--- config.mk ---
export PLATFORM = sky130hd
export DESIGN_NAME = pll_lock_sequencer
export DESIGN_NICKNAME = d
export VERILOG_FILES = /design/src/rtl/pll_seq_pkg.sv /design/src/rtl/pll_lock_sequencer_sync2.sv /design/src/rtl/pll_lock_sequencer.sv
export SDC_FILE = /design/constraint.sdc
export NUM_CORES = 1
export LEC_CHECK = 0
export CORE_UTILIZATION = 66
export CTS_CLUSTER_SIZE = 10
export DETAILED_ROUTE_END_ITERATION = 7
export DONT_BUFFER_PORTS = 1
export MAX_ROUTING_LAYER = met4
export PLACE_DENSITY_LB_ADDON = 0.25
export SLEW_MARGIN = 20
export SYNTH_ARGS = -nofsm -noshare
export SYNTH_HDL_FRONTEND = slang
export SYNTH_SLANG_ARGS = --single-unit
export TNS_END_PERCENT = 100
--- constraint.sdc ---
create_clock -name clk -period 4 [get_ports clk]
set_input_delay 0.4 -clock clk [delete_from_list [all_inputs] [get_ports clk]]
set_output_delay 0.4 -clock clk [all_outputs]
set_load 0.03 [all_outputs]
--- src/rtl/pll_seq_pkg.sv ---
// Shared definitions for the PLL lock sequencer: state encoding, counter width helper,
// and the width of the dynamic divider selects.
package pll_seq_pkg;

    localparam int SEL_W = 6;

    typedef enum logic [2:0] {
        PLL_RST,
        WAIT_LOCK,
        STABLE,
        RUN,
        FAIL
    } state_t;

    // One extra bit above the compare limit, so a counter can reach the limit without wrapping.
    function automatic int cnt_w(input int max_val);
        return $clog2(max_val) + 1;
    endfunction

endpackage

--- src/rtl/pll_lock_sequencer_sync2.sv ---
// Two-flop synchroniser for a single asynchronous level input; both stages reset to 0.
module sync2 (
    input  logic clk,
    input  logic resetn,
    input  logic d,
    output logic q
);

    logic meta;

    // NOTE: sequential state uses non-blocking assignments, so both stages sample the
    // pre-edge values and the chain really delays by two clocks.
    always_ff @(posedge clk or negedge resetn) begin
        if (!resetn) begin
            meta <= 1'b0;
            q    <= 1'b0;
        end else begin
            meta <= d;
            q    <= meta;
        end
    end

endmodule

--- src/rtl/pll_lock_sequencer.sv ---
// rPLL reset/lock sequencer with divider reconfiguration handshake.
// Optional status ports (lock_loss_cnt, retry_cnt) are built when PLL_SEQ_STATUS_EN is defined.
module pll_lock_sequencer
    import pll_seq_pkg::*;
#(
    parameter int               PLL_RST_CYC  = 16,
    parameter int               LOCK_TIMEOUT = 27000,
    parameter int               STABLE_CYC   = 1024,
    parameter int               MAX_RETRY    = 4,
    parameter logic [SEL_W-1:0] DEF_IDSEL    = 6'd0,
    parameter logic [SEL_W-1:0] DEF_FBDSEL   = 6'd0,
    parameter logic [SEL_W-1:0] DEF_ODSEL    = 6'd0
) (
    input  logic             clk,
    input  logic             resetn,
    input  logic             pll_lock,
    output logic             pll_reset,
    output logic [SEL_W-1:0] pll_idsel,
    output logic [SEL_W-1:0] pll_fbdsel,
    output logic [SEL_W-1:0] pll_odsel,
    input  logic             cfg_valid,
    output logic             cfg_ready,
    input  logic [SEL_W-1:0] cfg_idsel,
    input  logic [SEL_W-1:0] cfg_fbdsel,
    input  logic [SEL_W-1:0] cfg_odsel,
    output logic             sys_resetn,
    output logic             locked,
    output logic             fail
`ifdef PLL_SEQ_STATUS_EN
    ,
    output logic [7:0]       lock_loss_cnt,
    output logic [2:0]       retry_cnt
`endif
);

    localparam int RST_W = cnt_w(PLL_RST_CYC);
    localparam int TMO_W = cnt_w(LOCK_TIMEOUT);
    localparam int STB_W = cnt_w(STABLE_CYC);
    localparam int RTY_W = cnt_w(MAX_RETRY);

    localparam logic [RST_W-1:0] RST_LAST = RST_W'(PLL_RST_CYC - 1);
    localparam logic [TMO_W-1:0] TMO_LAST = TMO_W'(LOCK_TIMEOUT - 1);
    localparam logic [STB_W-1:0] STB_LAST = STB_W'(STABLE_CYC - 1);
    localparam logic [RTY_W-1:0] RTY_LAST = RTY_W'(MAX_RETRY - 1);

    state_t           state, state_n;
    logic [RST_W-1:0] rst_cnt, rst_cnt_n;
    logic [TMO_W-1:0] tmo_cnt, tmo_cnt_n;
    logic [STB_W-1:0] stab_cnt, stab_cnt_n;
    logic [RTY_W-1:0] retry_q, retry_n;
    logic             lock_s;
    logic             cfg_take;

    sync2 u_lock_sync (
        .clk    (clk),
        .resetn (resetn),
        .d      (pll_lock),
        .q      (lock_s)
    );

    assign cfg_ready = (state == RUN) || (state == FAIL);
    assign cfg_take  = cfg_valid && cfg_ready;

    // NOTE: every always_comb output gets a default first, so no path can infer a latch.
    always_comb begin
        state_n    = state;
        rst_cnt_n  = rst_cnt;
        tmo_cnt_n  = tmo_cnt;
        stab_cnt_n = stab_cnt;
        retry_n    = retry_q;

        unique case (state)
            PLL_RST: begin
                if (rst_cnt == RST_LAST) begin
                    state_n   = WAIT_LOCK;
                    rst_cnt_n = '0;
                    tmo_cnt_n = '0;
                end else begin
                    rst_cnt_n = rst_cnt + 1'b1;
                end
            end
            WAIT_LOCK: begin
                // Timeout budget is shared across STABLE excursions, so >= rather than ==.
                tmo_cnt_n = tmo_cnt + 1'b1;
                if (lock_s) begin
                    state_n    = STABLE;
                    stab_cnt_n = '0;
                end else if (tmo_cnt >= TMO_LAST) begin
                    retry_n   = retry_q + 1'b1;
                    rst_cnt_n = '0;
                    state_n   = (retry_q == RTY_LAST) ? FAIL : PLL_RST;
                end
            end
            STABLE: begin
                if (!lock_s) begin
                    state_n = WAIT_LOCK;
                end else if (stab_cnt == STB_LAST) begin
                    state_n = RUN;
                    retry_n = '0;
                end else begin
                    stab_cnt_n = stab_cnt + 1'b1;
                end
            end
            RUN: begin
                if (!lock_s) begin
                    state_n   = PLL_RST;
                    rst_cnt_n = '0;
                end
            end
            FAIL: begin
                state_n = FAIL;
            end
            default: begin
                state_n = PLL_RST;
            end
        endcase

        // A config accept overrides any concurrent lock loss: one PLL_RST entry only.
        if (cfg_take) begin
            state_n   = PLL_RST;
            rst_cnt_n = '0;
            retry_n   = '0;
        end
    end

    always_ff @(posedge clk or negedge resetn) begin
        if (!resetn) begin
            state      <= PLL_RST;
            rst_cnt    <= '0;
            tmo_cnt    <= '0;
            stab_cnt   <= '0;
            retry_q    <= '0;
            pll_reset  <= 1'b1;
            sys_resetn <= 1'b0;
            locked     <= 1'b0;
            fail       <= 1'b0;
            pll_idsel  <= DEF_IDSEL;
            pll_fbdsel <= DEF_FBDSEL;
            pll_odsel  <= DEF_ODSEL;
        end else begin
            state      <= state_n;
            rst_cnt    <= rst_cnt_n;
            tmo_cnt    <= tmo_cnt_n;
            stab_cnt   <= stab_cnt_n;
            retry_q    <= retry_n;
            pll_reset  <= (state_n == PLL_RST) || (state_n == FAIL);
            fail       <= (state_n == FAIL);
            // Release one cycle after entering RUN; drop on the very edge that leaves it.
            sys_resetn <= (state == RUN) && (state_n == RUN);
            locked     <= (state == RUN) && (state_n == RUN);
            if (cfg_take) begin
                pll_idsel  <= cfg_idsel;
                pll_fbdsel <= cfg_fbdsel;
                pll_odsel  <= cfg_odsel;
            end
        end
    end

`ifdef PLL_SEQ_STATUS_EN
    logic [7:0] loss_q;

    always_ff @(posedge clk or negedge resetn) begin
        if (!resetn) begin
            loss_q <= '0;
        end else if ((state == RUN) && !lock_s && !cfg_take && (loss_q != 8'hFF)) begin
            loss_q <= loss_q + 8'd1;
        end
    end

    assign lock_loss_cnt = loss_q;
    assign retry_cnt     = 3'(retry_q);
`endif

endmodule

After elaboration in Yosys (flattened, before gate mapping) --
Index checks and enable logic that the tools add are counted.
Storage, ports and cells: flip-flop bits (word level) 61, input port bits 22, output and inout bits 23, word-level logic and storage cells 77
Operators by class: add/subtract/negate cells 4, order comparisons 1, eq/ne operators 18, muxes and demuxes 27, reductions and logical operators 14
Operators by type and width (count):
- $mux 3 | 13
- $mux 11 | 3
- $pmux 16 s2 | 1
- $mux 5 | 5
- $pmux 11 s2 | 1
- $add 16x1->16 const B | 1
- $ge 16x15->1 const B | 1
- $mux 16 | 1
- $pmux 3 s5 | 1
- $pmux 5 s3 | 1
- $eq 3x2->1 const B | 4
- $ne 3x3->1 const B | 4
- $add 11x1->11 const B | 1
- $eq 11x10->1 const B | 1
- $reduce_and 4->1 | 2
- $eq 3x3->1 const B | 2
- $logic_not 3->1 | 2
- $pmux 3 s2 | 1
- $add 5x1->5 const B | 1
- $eq 5x4->1 const B | 1
- $reduce_and 5->1 | 1
- $ne 2x1->1 const B | 2
- $ne 2x2->1 const B | 2
- $reduce_bool 2->1 | 2
- other kinds (8) | 10

Logic depth before layout (Yosys ltp) --
depth in word-level cells 8, gate-level depth with buffers 8, mapped depth without buffers 6

Hierarchy --
A second synthesis with hierarchy kept.
Second synthesis, totals: cells, all modules 280, area total of the unflattened synthesis 2981.6 um^2
By module, submodules not included:
- pll_lock_sequencer | times used 1, cells an instance 278, area an instance 2931.6 um^2, seq. area each 1477.7 um^2
- sync2 | times used 1, cells an instance 2, area an instance 50.0 um^2, seq. area each 50.0 um^2

Worst setup path before layout --
OpenSTA, ideal clock, no wires.
kind reg2reg, start point register tmo_cnt[0], end point register retry_q[0], setup time 0.125 ns, arrival time 1.898 ns, required time 3.875 ns, slack 1.977 ns, stages on the path, launching flop included 7, buffers on the path 0, period minus slack after synthesis 2.023 ns, path through dfrtp_1 -> ha_1 -> a21o_1 -> a2111oi_2 -> nor4_2 -> a211oi_2 -> mux2_2
On the way: longest elaborated chain between the ends 3
RTL lines:
- from (decl) | line pll_lock_sequencer.sv:48 | logic [TMO_W-1:0] tmo_cnt, tmo_cnt_n;
- from (signal assigned) | line pll_lock_sequencer.sv:143 | tmo_cnt <= tmo_cnt_n;
- $ge 16x15->1 | line pll_lock_sequencer.sv:88 | end else if (tmo_cnt >= TMO_LAST) begin
- $ne 3x3->1 (no line)
- $reduce_and 5->1 (no line)
- to (signal assigned) | line pll_lock_sequencer.sv:145 | retry_q <= retry_n;
- to (decl) | line pll_lock_sequencer.sv:50 | logic [RTY_W-1:0] retry_q, retry_n;
Every way passes these cells. A chain may end at the register's enable or synchronous reset.

Final worst setup path --
start point register state[2], end point register retry_q[0]
On the way: longest elaborated chain between the ends 5, elaborated cells on any way between the ends 14, those cells by class 8 x eq/ne; 2 x mux; 4 x reduce/logical
RTL lines:
- from (decl) | line pll_lock_sequencer.sv:46 | state_t state, state_n;
- from (signal assigned) | line pll_lock_sequencer.sv:141 | state <= state_n;
- $eq 3x2->1 / $eq 3x3->1 (equally long branches) | line pll_lock_sequencer.sv:61 | assign cfg_ready = (state == RUN) || (state == FAIL);
- $logic_or 1x1->1 | line pll_lock_sequencer.sv:61
- $logic_and 1x1->1 | line pll_lock_sequencer.sv:62 | assign cfg_take = cfg_valid && cfg_ready;
- $ne 3x3->1 (no line) (tied with other cells)
- $reduce_and 5->1 (no line)
Parallel ways exist; a longest one is shown, timed or not.

==> qor.txt <==
Status -> finished clean
Met2 Usage GRT -> 39.1%
Power Density -> 664 nW/um^2
Post-CTS sizing -> 0
Antenna cells -> 0
Routed vias/inst -> 6.41
Final WL -> 5690 um
Width of the die -> 69.9 um
First-pass GRT wire length -> 9730 um
Via total after detailed routing -> 2,229
Final Max Slew Viols -> 0
Initial antenna violation count -> 0
Netlist Area Pre-Place -> 3040 um^2
Worst IR Drop VDD -> 0.496 mV
Hpwl dp -> 3650 um
Setup bufs post-CTS -> 0
Final period util -> 56.2%
Total GRT Usage -> 26.1%
Min-delay worst type -> in2reg
Area share of fa/ha/maj cells after synthesis -> 2.06%
Area grow syn2layout -> 9.78%
Setup crit start kind -> flip-flop
Synth Area in Compound Gates -> 15.6%
Worst EP required -> 4.22 ns
CP peak stage delay -> 0.67 ns
Grt met3 use -> 7.36%
Post-synthesis sequential area ratio -> 50.2%
Placement Rows -> 24
Final hold vios -> 0
Largest net degree at the start of global routing -> 62
Syn. warnings -> 0
CTS Root Cell -> clkbuf_8
Gpl congestion -> 0.867
Port buffer count -> 0
TritonCTS sink count -> 61
Largest family of logic cells by synthesized area -> simple AND/OR/NAND/NOR gates
Number of flops mapped to enable cells by yosys -> 0
Hold Slack -> 0.0898 ns
Critical path class -> reg2reg
Clock Skew -> 0.00885 ns
CP endpoint kind -> flip-flop
# DRC -> 0
Synth Net Count -> 316
TritonCTS clock tree -> done
Grt ovf -> 0
Final WS setup -> 1.75 ns
Worst Tran Pin Value -> 0.569 ns
Longest Clk Path Bufs -> 2
Layout cells sized above 1 -> 18.6%
Crit Path Max Fanout -> 21
Simple-gate share of the synthesized area -> 19.5%
Crit path max-delay cell type -> dfrtp_1
Multiplexer share of the synthesized area -> 9.04%
H-tree Lvls -> 3
Pre-CTS setup slack -> 1.80 ns
Relative slew slack -> 61.7%
GRT Max-Usage Layer -> met2
Pleak -> 1.48 nW
Initial Util -> 69.4%
Fin nets -> 318
Met1 Use GR -> 33.7%
DIE AREA -> 4890 um^2
# setup viols final -> 0
Post-synthesis register bit count -> 61
Setup_tns -> 0 ns
Cell Chain, Critical Path -> and3b_1 -> o21ai_2 -> buf_4 -> nand2_1 -> a211oi_2 -> mux2_2
Antenna Nets Post-Route -> 0
Post-Synthesis Cells -> 289
Post-synth top flop -> dfrtp_1
Peak Freq -> 0.445 GHz
RSZ-0062 raised after global routing -> no
Die Ht -> 69.9 um
WL per Instance -> 16.3 um
Async SR Flop Fraction -> 100%
Clock slew at reported path FFs -> 0.08 ns
XOR/XNOR Fraction of Synth Area -> 0%
Vias in the first global route -> 2,089
Drt pass-1 iters -> 4
Ports -> 45
Total CTS buffers -> 9
Netlist cell types -> 55
Minimum clock period -> 2.25 ns
Max-cap viol count -> 0
Syn_area_per_cell -> 10.5 um^2
Hold-fix buffers, CTS -> 2
Core Region -> 4380 um^2
Clk_lat worst skew -> 0.34 ns
Detailed Route Iter0 Violations -> 273
Arrival time worst endpoint -> 2.47 ns
[area by class of cell]
cell class              count  area [um^2]
clock buffers              10          138
clock inverters             6          110
fillers                   271         1040
inverters                  10         37.5
multi-input cells         205         1410
flip-flops and latches     61         1530
well taps                  52         65.1
repair buffers              4         52.6
[kinds of logic (layout without fill, tap and decap cells)]
logic type | Yosys count | in the layout
mux | 25 | 25
simple gates | 102 | 102
compound gates | 73 | 73
fa+ha+maj | 5 | 5
flops | 61 | 61
buf+inv | 23 | 30
[synthesized netlist by cell type, drive strengths merged, types with 2 or more instances]
cell / instances / area (um^2)
dfrtp: 60 / 1500
o21ai: 32 / 160
nand2: 26 / 97.6
mux2: 20 / 225
nand3: 12 / 72.6
nor2: 12 / 61.3
a21oi: 11 / 66.3
inv: 10 / 37.5
nand4: 9 / 56.3
clkbuf: 7 / 26.3
nor4: 7 / 50.1
o31ai: 7 / 57.6
buf: 6 / 45.0
or4: 6 / 48.8
a31oi: 5 / 31.3
and3: 5 / 31.3
ha: 5 / 62.6
mux2i: 5 / 50.1
nor3: 4 / 20.0
nand2b: 3 / 18.8
nor3b: 3 / 22.5
or3: 3 / 18.8
a211oi: 2 / 20.0
a21o: 2 / 15.0
nand3b: 2 / 15.0
nor2b: 2 / 12.5
o211ai: 2 / 15.0
o21a: 2 / 15.0
or2: 2 / 12.5
[routing by layer]
metal	vias up	routed length [um]
li1	1079	-
met1	1071	2500
met2	67	2790
met3	12	316
met4	0	84
met5	-	0
[critical path: cells and delay by family, from the launching register on]
kind	cells	cell delay, ns
buf+inv	1	0.27
mux	1	0.38
compound gates	2	0.43
flops	1	0.67
simple gates	2	0.36
[registers in the layout (all words and copies together), names as in the netlist, 3 cells and up]
name	cells
pll_fbdsel	6
pll_idsel	6
pll_odsel	6
retry_q	3
rst_cnt	5
stab_cnt	11
state	3
tmo_cnt	16
[layout by cell type, fill, tap and decap left out, types with 4 or more instances in the layout]
cell,count
mux2_2,20
nor3_1,4
clkbuf_8,10
nand3_1,11
inv_1,10
and3_1,5
or4_1,5
nor2_1,11
a21oi_1,10
nand4_1,9
a31oi_1,5
nand2_1,26
dfrtp_1,60
o21ai_0,31
ha_1,5
mux2i_1,5
nor4_1,6
o31ai_1,6
[through the flow]
step	power (mW)	std cells	util, %	instance area, um^2
detailed placement	1.52	330	69.7	3060
finish	2.22	348	76.2	3340
CTS	2.22	348	76.2	3340
global placement	1.50	330	69.7	3060
floorplan	1.43	289	-	3040
global route	2.32	348	76.2	3340
[path summary, 6_finish.rpt]
check | from | end | slack (ns) | depth (start not counted)
max | state[2] | retry_q[0] | 1.75 | 6
min | pll_lock | u_lock_sync.meta | 0.09 | 0
max reg2reg | state[2] | retry_q[0] | 1.75 | 6
min reg2reg | u_lock_sync.meta | u_lock_sync.q | 0.36 | 0
max in group asynchronous | resetn | pll_reset | 3.13 | 2
min in group asynchronous | resetn | stab_cnt[7] | 0.58 | 2
[power breakdown]
group          leakage, nW  internal [mW]  switching (mW)
Clock                0.119          0.430           0.251
Sequential           0.809          0.770           0.319
Combinational        0.552          0.214           0.235
(Power assumes the default switching activity.)
